File: config.mk
export PLATFORM = sky130hd
export DESIGN_NAME = alu_cmd_issuer
export DESIGN_NICKNAME = d
export VERILOG_FILES = /design/src/rtl/alu_pkg.sv /design/src/rtl/alu_lat_counter.sv /design/src/rtl/alu_cmd_issuer.sv
export SDC_FILE = /design/constraint.sdc
export NUM_CORES = 1
export LEC_CHECK = 0
export ABC_AREA = 1
export BUFFER_PORTS_ARGS = -buffer_cell sky130_fd_sc_hd__buf_2
export CORE_MARGIN = 2
export CORE_UTILIZATION = 45
export CTS_CLUSTER_DIAMETER = 200
export CTS_CLUSTER_SIZE = 25
export DETAILED_ROUTE_END_ITERATION = 7
export PLACE_DENSITY = 0.68
export SLEW_MARGIN = 10
export SYNTH_ARGS = -nofsm -noshare
export SYNTH_HDL_FRONTEND = slang
export SYNTH_SLANG_ARGS = --single-unit
File: constraint.sdc
create_clock -name clk -period 2.91 [get_ports clk]
set_input_delay 0.4365 -clock clk [delete_from_list [all_inputs] [get_ports clk]]
set_output_delay 0.4365 -clock clk [all_outputs]
set_load 0.01 [all_outputs]
File: src/rtl/alu_pkg.sv
// alu_pkg: encodings shared by the ALU command issuer and the ALU control
// decoder, so function-select codes and FSM states are defined only once.
//   FS_*          : 3-bit function-select encodings driven on fs
//   FS_ILLEGAL    : reserved code, flagged as an error and never driven on fs
//   state_t       : issuer FSM states S_OP, S_A, S_B, S_EX, S_RES
//   OPC_CHAIN_BIT : opcode bit that requests result chaining (ACCUM_EN builds)
package alu_pkg;

    localparam logic [2:0] FS_ADD     = 3'b000;
    localparam logic [2:0] FS_SUB     = 3'b001;
    localparam logic [2:0] FS_SRA     = 3'b010;
    localparam logic [2:0] FS_SRL     = 3'b011;
    localparam logic [2:0] FS_SLL     = 3'b100;
    localparam logic [2:0] FS_AND     = 3'b101;
    localparam logic [2:0] FS_OR      = 3'b110;
    localparam logic [2:0] FS_ILLEGAL = 3'b111;

    typedef enum logic [2:0] {
        S_OP  = 3'd0,
        S_A   = 3'd1,
        S_B   = 3'd2,
        S_EX  = 3'd3,
        S_RES = 3'd4
    } state_t;

    localparam int OPC_CHAIN_BIT = 7;

endpackage

File: src/rtl/alu_lat_counter.sv
// alu_lat_counter: 3-bit down-counter timing the wait for the ALU result.
//   clk, rst  : clock and synchronous active-high reset
//   load      : load load_val (has priority over dec)
//   load_val  : value loaded on load
//   dec       : decrement by one; saturates at zero
//   zero      : count is zero
module alu_lat_counter
    import alu_pkg::*;
(
    input  logic       clk,
    input  logic       rst,
    input  logic       load,
    input  logic [2:0] load_val,
    input  logic       dec,
    output logic       zero
);

    logic [2:0] count_r;

    // Count register: load wins over decrement, never wraps below zero.
    always_ff @(posedge clk) begin
        if (rst) begin
            count_r <= 3'd0;
        end else if (load) begin
            count_r <= load_val;
        end else if (dec && (count_r != 3'd0)) begin
            count_r <= count_r - 3'd1;
        end else begin
            count_r <= count_r;
        end
    end

    assign zero = (count_r == 3'd0);

endmodule

File: src/rtl/alu_cmd_issuer.sv
// alu_cmd_issuer: initiator side of the ALU function-select interface.
// Loads opcode, A and B bytes from the loader bus, drives fs/alu_a/alu_b to
// the ALU for ALU_LAT cycles, captures alu_y/alu_c and offers the result on a
// valid/ready output. Illegal opcode 111 bypasses the ALU and reports out_err.
// Optional macro ACCUM_EN: opcode bit7=1 chains the previous result in as A
// and skips the A beat.
//   clk, rst                  : clock, synchronous active-high reset
//   in_valid/in_ready/in_data : byte-serial command loader
//   fs, alu_a, alu_b          : function select and operands to the ALU
//   alu_y, alu_c              : ALU result and carry/flag
//   out_valid/out_ready       : result handshake
//   out_data/out_carry/out_err: captured result, carry, illegal-opcode flag
//   busy                      : high in every state except S_OP
module alu_cmd_issuer
    import alu_pkg::*;
#(
    parameter int W       = 8,
    parameter int ALU_LAT = 1
) (
    input  logic         clk,
    input  logic         rst,
    input  logic         in_valid,
    output logic         in_ready,
    input  logic [7:0]   in_data,
    output logic [2:0]   fs,
    output logic [W-1:0] alu_a,
    output logic [W-1:0] alu_b,
    input  logic [W-1:0] alu_y,
    input  logic         alu_c,
    output logic         out_valid,
    input  logic         out_ready,
    output logic [W-1:0] out_data,
    output logic         out_carry,
    output logic         out_err,
    output logic         busy
);

    localparam logic [2:0] LAT_LOAD = 3'(ALU_LAT - 1);

    state_t       state_r;
    logic [2:0]   op_r;
    logic         err_r;
    logic [W-1:0] a_r;
    logic         in_hs_s;
    logic         cnt_load_s;
    logic         cnt_dec_s;
    logic         cnt_zero_s;
`ifdef ACCUM_EN
    logic [W-1:0] last_r;
`endif

    assign in_hs_s    = in_valid && in_ready;
    assign cnt_load_s = (state_r == S_B) && in_hs_s && !err_r;
    assign cnt_dec_s  = (state_r == S_EX);

    alu_lat_counter u_lat (
        .clk      (clk),
        .rst      (rst),
        .load     (cnt_load_s),
        .load_val (LAT_LOAD),
        .dec      (cnt_dec_s),
        .zero     (cnt_zero_s)
    );

    // Command FSM; every output is registered and updated on the transition
    // into the state that owns it, so in_ready never depends on in_valid.
    always_ff @(posedge clk) begin
        if (rst) begin
            state_r   <= S_OP;
            op_r      <= 3'b000;
            err_r     <= 1'b0;
            a_r       <= '0;
            fs        <= FS_ADD;
            alu_a     <= '0;
            alu_b     <= '0;
            in_ready  <= 1'b0;
            out_valid <= 1'b0;
            out_data  <= '0;
            out_carry <= 1'b0;
            out_err   <= 1'b0;
            busy      <= 1'b0;
`ifdef ACCUM_EN
            last_r    <= '0;
`endif
        end else begin
            case (state_r)
                S_OP: begin
                    in_ready <= 1'b1;
                    if (in_hs_s) begin
                        op_r  <= in_data[2:0];
                        err_r <= (in_data[2:0] == FS_ILLEGAL);
                        busy  <= 1'b1;
`ifdef ACCUM_EN
                        if (in_data[OPC_CHAIN_BIT]) begin
                            a_r     <= last_r;
                            state_r <= S_B;
                        end else begin
                            state_r <= S_A;
                        end
`else
                        state_r <= S_A;
`endif
                    end else begin
                        busy <= 1'b0;
                    end
                end
                S_A: begin
                    in_ready <= 1'b1;
                    busy     <= 1'b1;
                    if (in_hs_s) begin
                        a_r     <= in_data;
                        state_r <= S_B;
                    end else begin
                        state_r <= S_A;
                    end
                end
                S_B: begin
                    busy <= 1'b1;
                    if (in_hs_s && err_r) begin
                        // Illegal opcode: report straight away, ALU untouched.
                        in_ready  <= 1'b0;
                        out_data  <= '0;
                        out_carry <= 1'b0;
                        out_err   <= 1'b1;
                        out_valid <= 1'b1;
                        state_r   <= S_RES;
                    end else if (in_hs_s) begin
                        in_ready <= 1'b0;
                        fs       <= op_r;
                        alu_a    <= a_r;
                        alu_b    <= in_data;
                        state_r  <= S_EX;
                    end else begin
                        in_ready <= 1'b1;
                    end
                end
                S_EX: begin
                    in_ready <= 1'b0;
                    busy     <= 1'b1;
                    if (cnt_zero_s) begin
                        out_data  <= alu_y;
                        out_carry <= alu_c;
                        out_err   <= 1'b0;
                        out_valid <= 1'b1;
                        state_r   <= S_RES;
`ifdef ACCUM_EN
                        last_r    <= alu_y;
`endif
                    end else begin
                        state_r <= S_EX;
                    end
                end
                S_RES: begin
                    if (out_ready) begin
                        out_valid <= 1'b0;
                        in_ready  <= 1'b1;
                        busy      <= 1'b0;
                        state_r   <= S_OP;
                    end else begin
                        out_valid <= 1'b1;
                        in_ready  <= 1'b0;
                        busy      <= 1'b1;
                    end
                end
                default: begin
                    state_r   <= S_OP;
                    in_ready  <= 1'b0;
                    out_valid <= 1'b0;
                    busy      <= 1'b0;
                end
            endcase
        end
    end

endmodule

======== Yosys cells after proc, flatten, opt, wreduce, memory -nomap -nowiden ========
Cells that the tools add are included.
storage, ports and cells
  word-level logic and storage cells ...... 71
  input bits .............................. 21
  output and inout bits ................... 32
  bits in registers ....................... 50
cells by class
  equal/unequal tests ..................... 10
  bitwise gates (word level) .............. 2
  mux-type cells .......................... 25
  reductions and logical operators ........ 19
  add/sub/neg operators ................... 1
operators by type and width
  cell                                                                    count
  8-bit 2-to-1 mux                                                        2
  8-bit case mux with 2 select lines                                      1
  3-bit 2-to-1 mux                                                        5
  3-bit case mux with 5 select lines                                      1
  3-bit AND reduction                                                     4
  1-bit 2-to-1 mux                                                        10
  3-bit by 2-bit equality test with 1-bit output (second input constant)  2
  3-bit equality test (second input constant)                             2
  3-bit zero test                                                         2
  2-bit != test (second input constant)                                   3
  1-bit case mux with 3 select lines                                      2
  1-bit logical AND                                                       5
  1-bit case mux with 2 select lines                                      2
  1-bit case mux with 4 select lines                                      1
  2-bit AND reduction                                                     2
  2-bit OR reduction                                                      2
  3-bit by 1-bit equality test with 1-bit output (second input constant)  1
  3-bit by 2-bit != test with 1-bit output (second input constant)        1
  3-bit nonzero test                                                      1
  3-bit OR reduction                                                      1
  3-bit by 1-bit subtractor with 3-bit output (second input constant)     1
  2-bit 2-to-1 mux                                                        1
  2-bit by 1-bit != test with 1-bit output (second input constant)        1
  1-bit NOT                                                               2
  other kinds (2)                                                         2

======== Logic depth before layout (Yosys ltp) ========
  word-level depth ........................ 4
  depth in mapped cells ................... 9
  mapped depth without buffers ............ 9

======== Cells and area by module ========
A second synthesis with hierarchy kept.
second synthesis, totals
  cell total of the unflattened synthesis .. 298
  area, all modules ....................... 2098.3 µm²
by module, submodules not included
  module           times used  area an instance (µm²)  cells an instance
  alu_cmd_issuer   1           1896.8                  264
  alu_lat_counter  1           201.4                   34

======== Least setup slack after synthesis ========
No wires, ideal clock.
  path kind ............................... flip-flop to flip-flop
  start ................................... register u_lat.count_r[0]
  end ..................................... register out_carry
  arrival time ............................ 1.224 ns
  setup slack ............................. 1.616 ns
  data required time ...................... 2.840 ns
  path buffers ............................ 0
  stages on the path, launching flop included .. 9
  library setup time ...................... 0.070 ns
  cell sequence ........................... dfxtp_1 > inv_1 > ha_1 > ha_1 > inv_1 > nand2_2 > nand3_2 > nand2_1 > a21oi_1
between the ends
  longest elaborated chain between the ends .. 3
ends and longest elaborated chain
  what                                  RTL line               text
  from (decl)                           alu_lat_counter.sv:18  logic [2:0] count_r;
  from (signal assigned)                alu_lat_counter.sv:25  count_r <= load_val;
  from (signal assigned)                alu_lat_counter.sv:27  count_r <= count_r - 3'd1;
  from (signal assigned)                alu_lat_counter.sv:29  count_r <= count_r;
  3-bit zero test                       alu_lat_counter.sv:33  assign zero = (count_r == 3'd0);
  2-bit != test (no source line)        -
  3-bit AND reduction (no source line)  -
  to (signal assigned)                  alu_cmd_issuer.sv:142  out_carry <= alu_c;
  to (decl)                             alu_cmd_issuer.sv:33   output logic out_carry,
Every way passes these cells.
A chain may end at the register's enable or synchronous reset.

======== Worst setup path in the final report ========
  start ................................... register state_r[1]
  end ..................................... register a_r[3]
between the ends
  longest elaborated chain between the ends .. 2
ends and longest elaborated chain
  what                                            RTL line               text
  from (decl)                                     alu_cmd_issuer.sv:40   state_t state_r;
  from (signal assigned)                          alu_cmd_issuer.sv:69   state_r <= S_OP;
  from (signal assigned)                          alu_cmd_issuer.sv:101  state_r <= S_A;
  from (signal assigned)                          alu_cmd_issuer.sv:112  state_r <= S_B;
  3-bit by 1-bit equality test with 1-bit output  alu_cmd_issuer.sv:86   case (state_r)
  2-bit AND reduction (no source line)            -
  to (signal assigned)                            alu_cmd_issuer.sv:111  a_r <= in_data;
  to (decl)                                       alu_cmd_issuer.sv:43   logic [W-1:0] a_r;
Every way passes these cells.

==> results.toml <==
[flow_run]
maxCapViolations = 0

[synthesis]
syn_nets = 271
synth_cell_type_count = 22
syn_area_per_cell_um2 = 7.66
synthesis.area_um2 = 1900
synth_cells = 248
ys_seq_area_frac = 0.527
ys_ff_latch = 50
yosys_warnings = 0

[clock_tree]
path_clk_slew_ns = 0.08
numCtsBuffers = 5
cts_tree = "yes"
root_buffer = "clkbuf_8"
ctsHoldBuffers = 0
cts_post_setup_buffers_inserted = 0
cts_buffer_depth = 2
post_cts_resized = 0
insertion_delay_ns = 0.29
htreeDepth = 2
cts.sinks = 50

[floorplanning]
die_h_um = 69.0
start_util = 0.472
row_count = 23
die-area_um2 = 4760
ioPinCount = 53
core_area_um2 = 4030
die_w_um = 69.0

[global_routing]
grt_pass1_vias = 1415
grt_usage = 0.170
grt_max_degree = 33
antenna_found_initial = 0
gr-total-overflow = 0
grt_pass1_wl_mm = 6.02

[timing]
finalHoldViolations = 0
max_freq_mhz = 670
rsz0062_at_grt = "no"
report.final.slew_viol_count = 0
fin_crit_ns = 1.49
setup_tns_ns = 0
max_slew_margin = 0.537
fin_skew_ns = 0.00354
setup_viol = 0
fin_crit_sh = 0.513
worst_pin_slew_ns = 0.694

[final_layout]
layout_common_cells = "buf_2 (52), dfxtp_1 (50), nor2_1 (49)"
final_common_cell = "buf_2"
syn_to_final_growth_pct = 19.9
instances_no_fill = 349
diodes = 0
drive_gt1_frac = 0.224
num-nets-final = 321

[drt]
wl_per_cell_um = 10.4
ant_nets = 0
vias = 1663
totalWireLength_mm = 3.61
drtIter0Drc = 80
drcViolationCount = 0
via_per_inst = 4.77
dr.pass1.iters = 4

[pwr]
finalPower_mw = 1.28
ir_worst_vdd_v = 0.000235
leakage_nw = 1.03
power_density_nw_per_um2 = 562

[placement]
portBuffers = 52
gp_congestion = 0.753
dpl.cell_count = 341
dp_hpwl_mm = 2.55

[critical_path]
cp.arrival_ns = 1.67
cp-start-kind = "flop"
critPathMaxFanout = 17
end_kind = "flop"
critPathRequiredTime_ns = 3.08
crit_type = "reg -> reg"

[status]
status = "finished, final reports clean"

[worst_hold_path]
hold_path.class = "in -> reg"
==> worst max-delay path, stage by stage, from the launching register on <==
cell and delay [ns]:
dfxtp_1 0.38, nor2_1 0.19, nand3_1 0.43, o21ai_0 0.32, a21oi_1 0.06
==> per-layer routing <==
metal / vias up / track usage / wire length [µm]
met5: - / 0 / 0
met2: 44 / 0.297 / 1640
li1: 886 / - / -
met1: 727 / 0.191 / 1690
met3: 6 / 0.0536 / 221
met4: 0 / 0.0735 / 63
==> metrics by stage <==
step / util / worst slack, ns / hold WS (ns) / area [µm²]
2_1_floorplan: - / 1.62 / 0.420 / 1900
3_3_place_gp: 0.539 / 1.28 / 0.431 / 2170
3_5_place_dp: 0.539 / 1.23 / 0.435 / 2170
4_1_cts: 0.566 / 1.41 / 0.369 / 2280
5_1_grt: 0.566 / 1.23 / 0.372 / 2280
6_report: 0.566 / 1.42 / 0.383 / 2280
==> power by group <==
| part | total [mW] | internal, mW | switching, mW | leakage (nW) |
|---|---|---|---|---|
| Combinational | 0.0956 | 0.0368 | 0.0588 | 0.576 |
| Sequential | 0.715 | 0.703 | 0.0117 | 0.405 |
| Clock | 0.469 | 0.257 | 0.212 | 0.0524 |
| Total | 1.28 | 0.997 | 0.283 | 1.03 |
==> final timing paths <==
check | startpoint | endpoint | slack [ns] | cells past startpoint
setup / recovery | state_r[1]$_SDFFE_PP0P_ | a_r[3]$_SDFFE_PP0P_ | 1.42 | 4
hold / removal | alu_y[1] | out_data[1]$_SDFFE_PP0P_ | 0.38 | 3
setup reg to reg | state_r[1]$_SDFFE_PP0P_ | a_r[3]$_SDFFE_PP0P_ | 1.42 | 4
hold reg to reg | a_r[6]$_SDFFE_PP0P_ | a_r[6]$_SDFFE_PP0P_ | 0.45 | 2
==> area by class of cell <==
class                   count  area, µm²
clock buffers               7       76.3
repair buffers             52        260
flip-flops and latches     50       1000
fillers                   409       1750
well taps                  50       62.6
clock inverters             1       30.0
inverters                  23       88.8
multi-input cells         166        759
==> cells in the mapped netlist (all sizes together) <==
cell type,n,area (µm²)
nor2,53,209
dfxtp,50,1000
nand2,40,158
o21ai,29,145
a21oi,25,125
inv,23,88.8
nand3,9,50.1
clkbuf,6,23.8
buf,3,27.5
nor3,3,15.0
ha,2,25.0
or2,2,12.5
a31oi,1,6.26
nand4,1,6.26
o21bai,1,7.51
==> flip-flops by register name, indices dropped and copies added, names as in the netlist, 3 cells and up <==
signal and count:
out_data 8, u_lat.count_r 3, alu_a 8, alu_b 8
a_r 8, state_r 3, op_r 3, fs 3
==> cells by family (layout without fill, tap and decap cells) <==
| logic type | after synthesis | in the layout | synth area share |
|---|---|---|---|
| flip-flops | 50 | 50 | 0.527 |
| AND/OR/NAND/NOR | 108 | 108 | 0.237 |
| buffers and inverters | 32 | 83 | 0.0737 |
| adder cells (fa/ha/maj) | 2 | 2 | 0.0132 |
| AO/OA/AOI/OAI | 56 | 56 | 0.149 |
No activity file was read; power rests on OpenSTA's default activity.
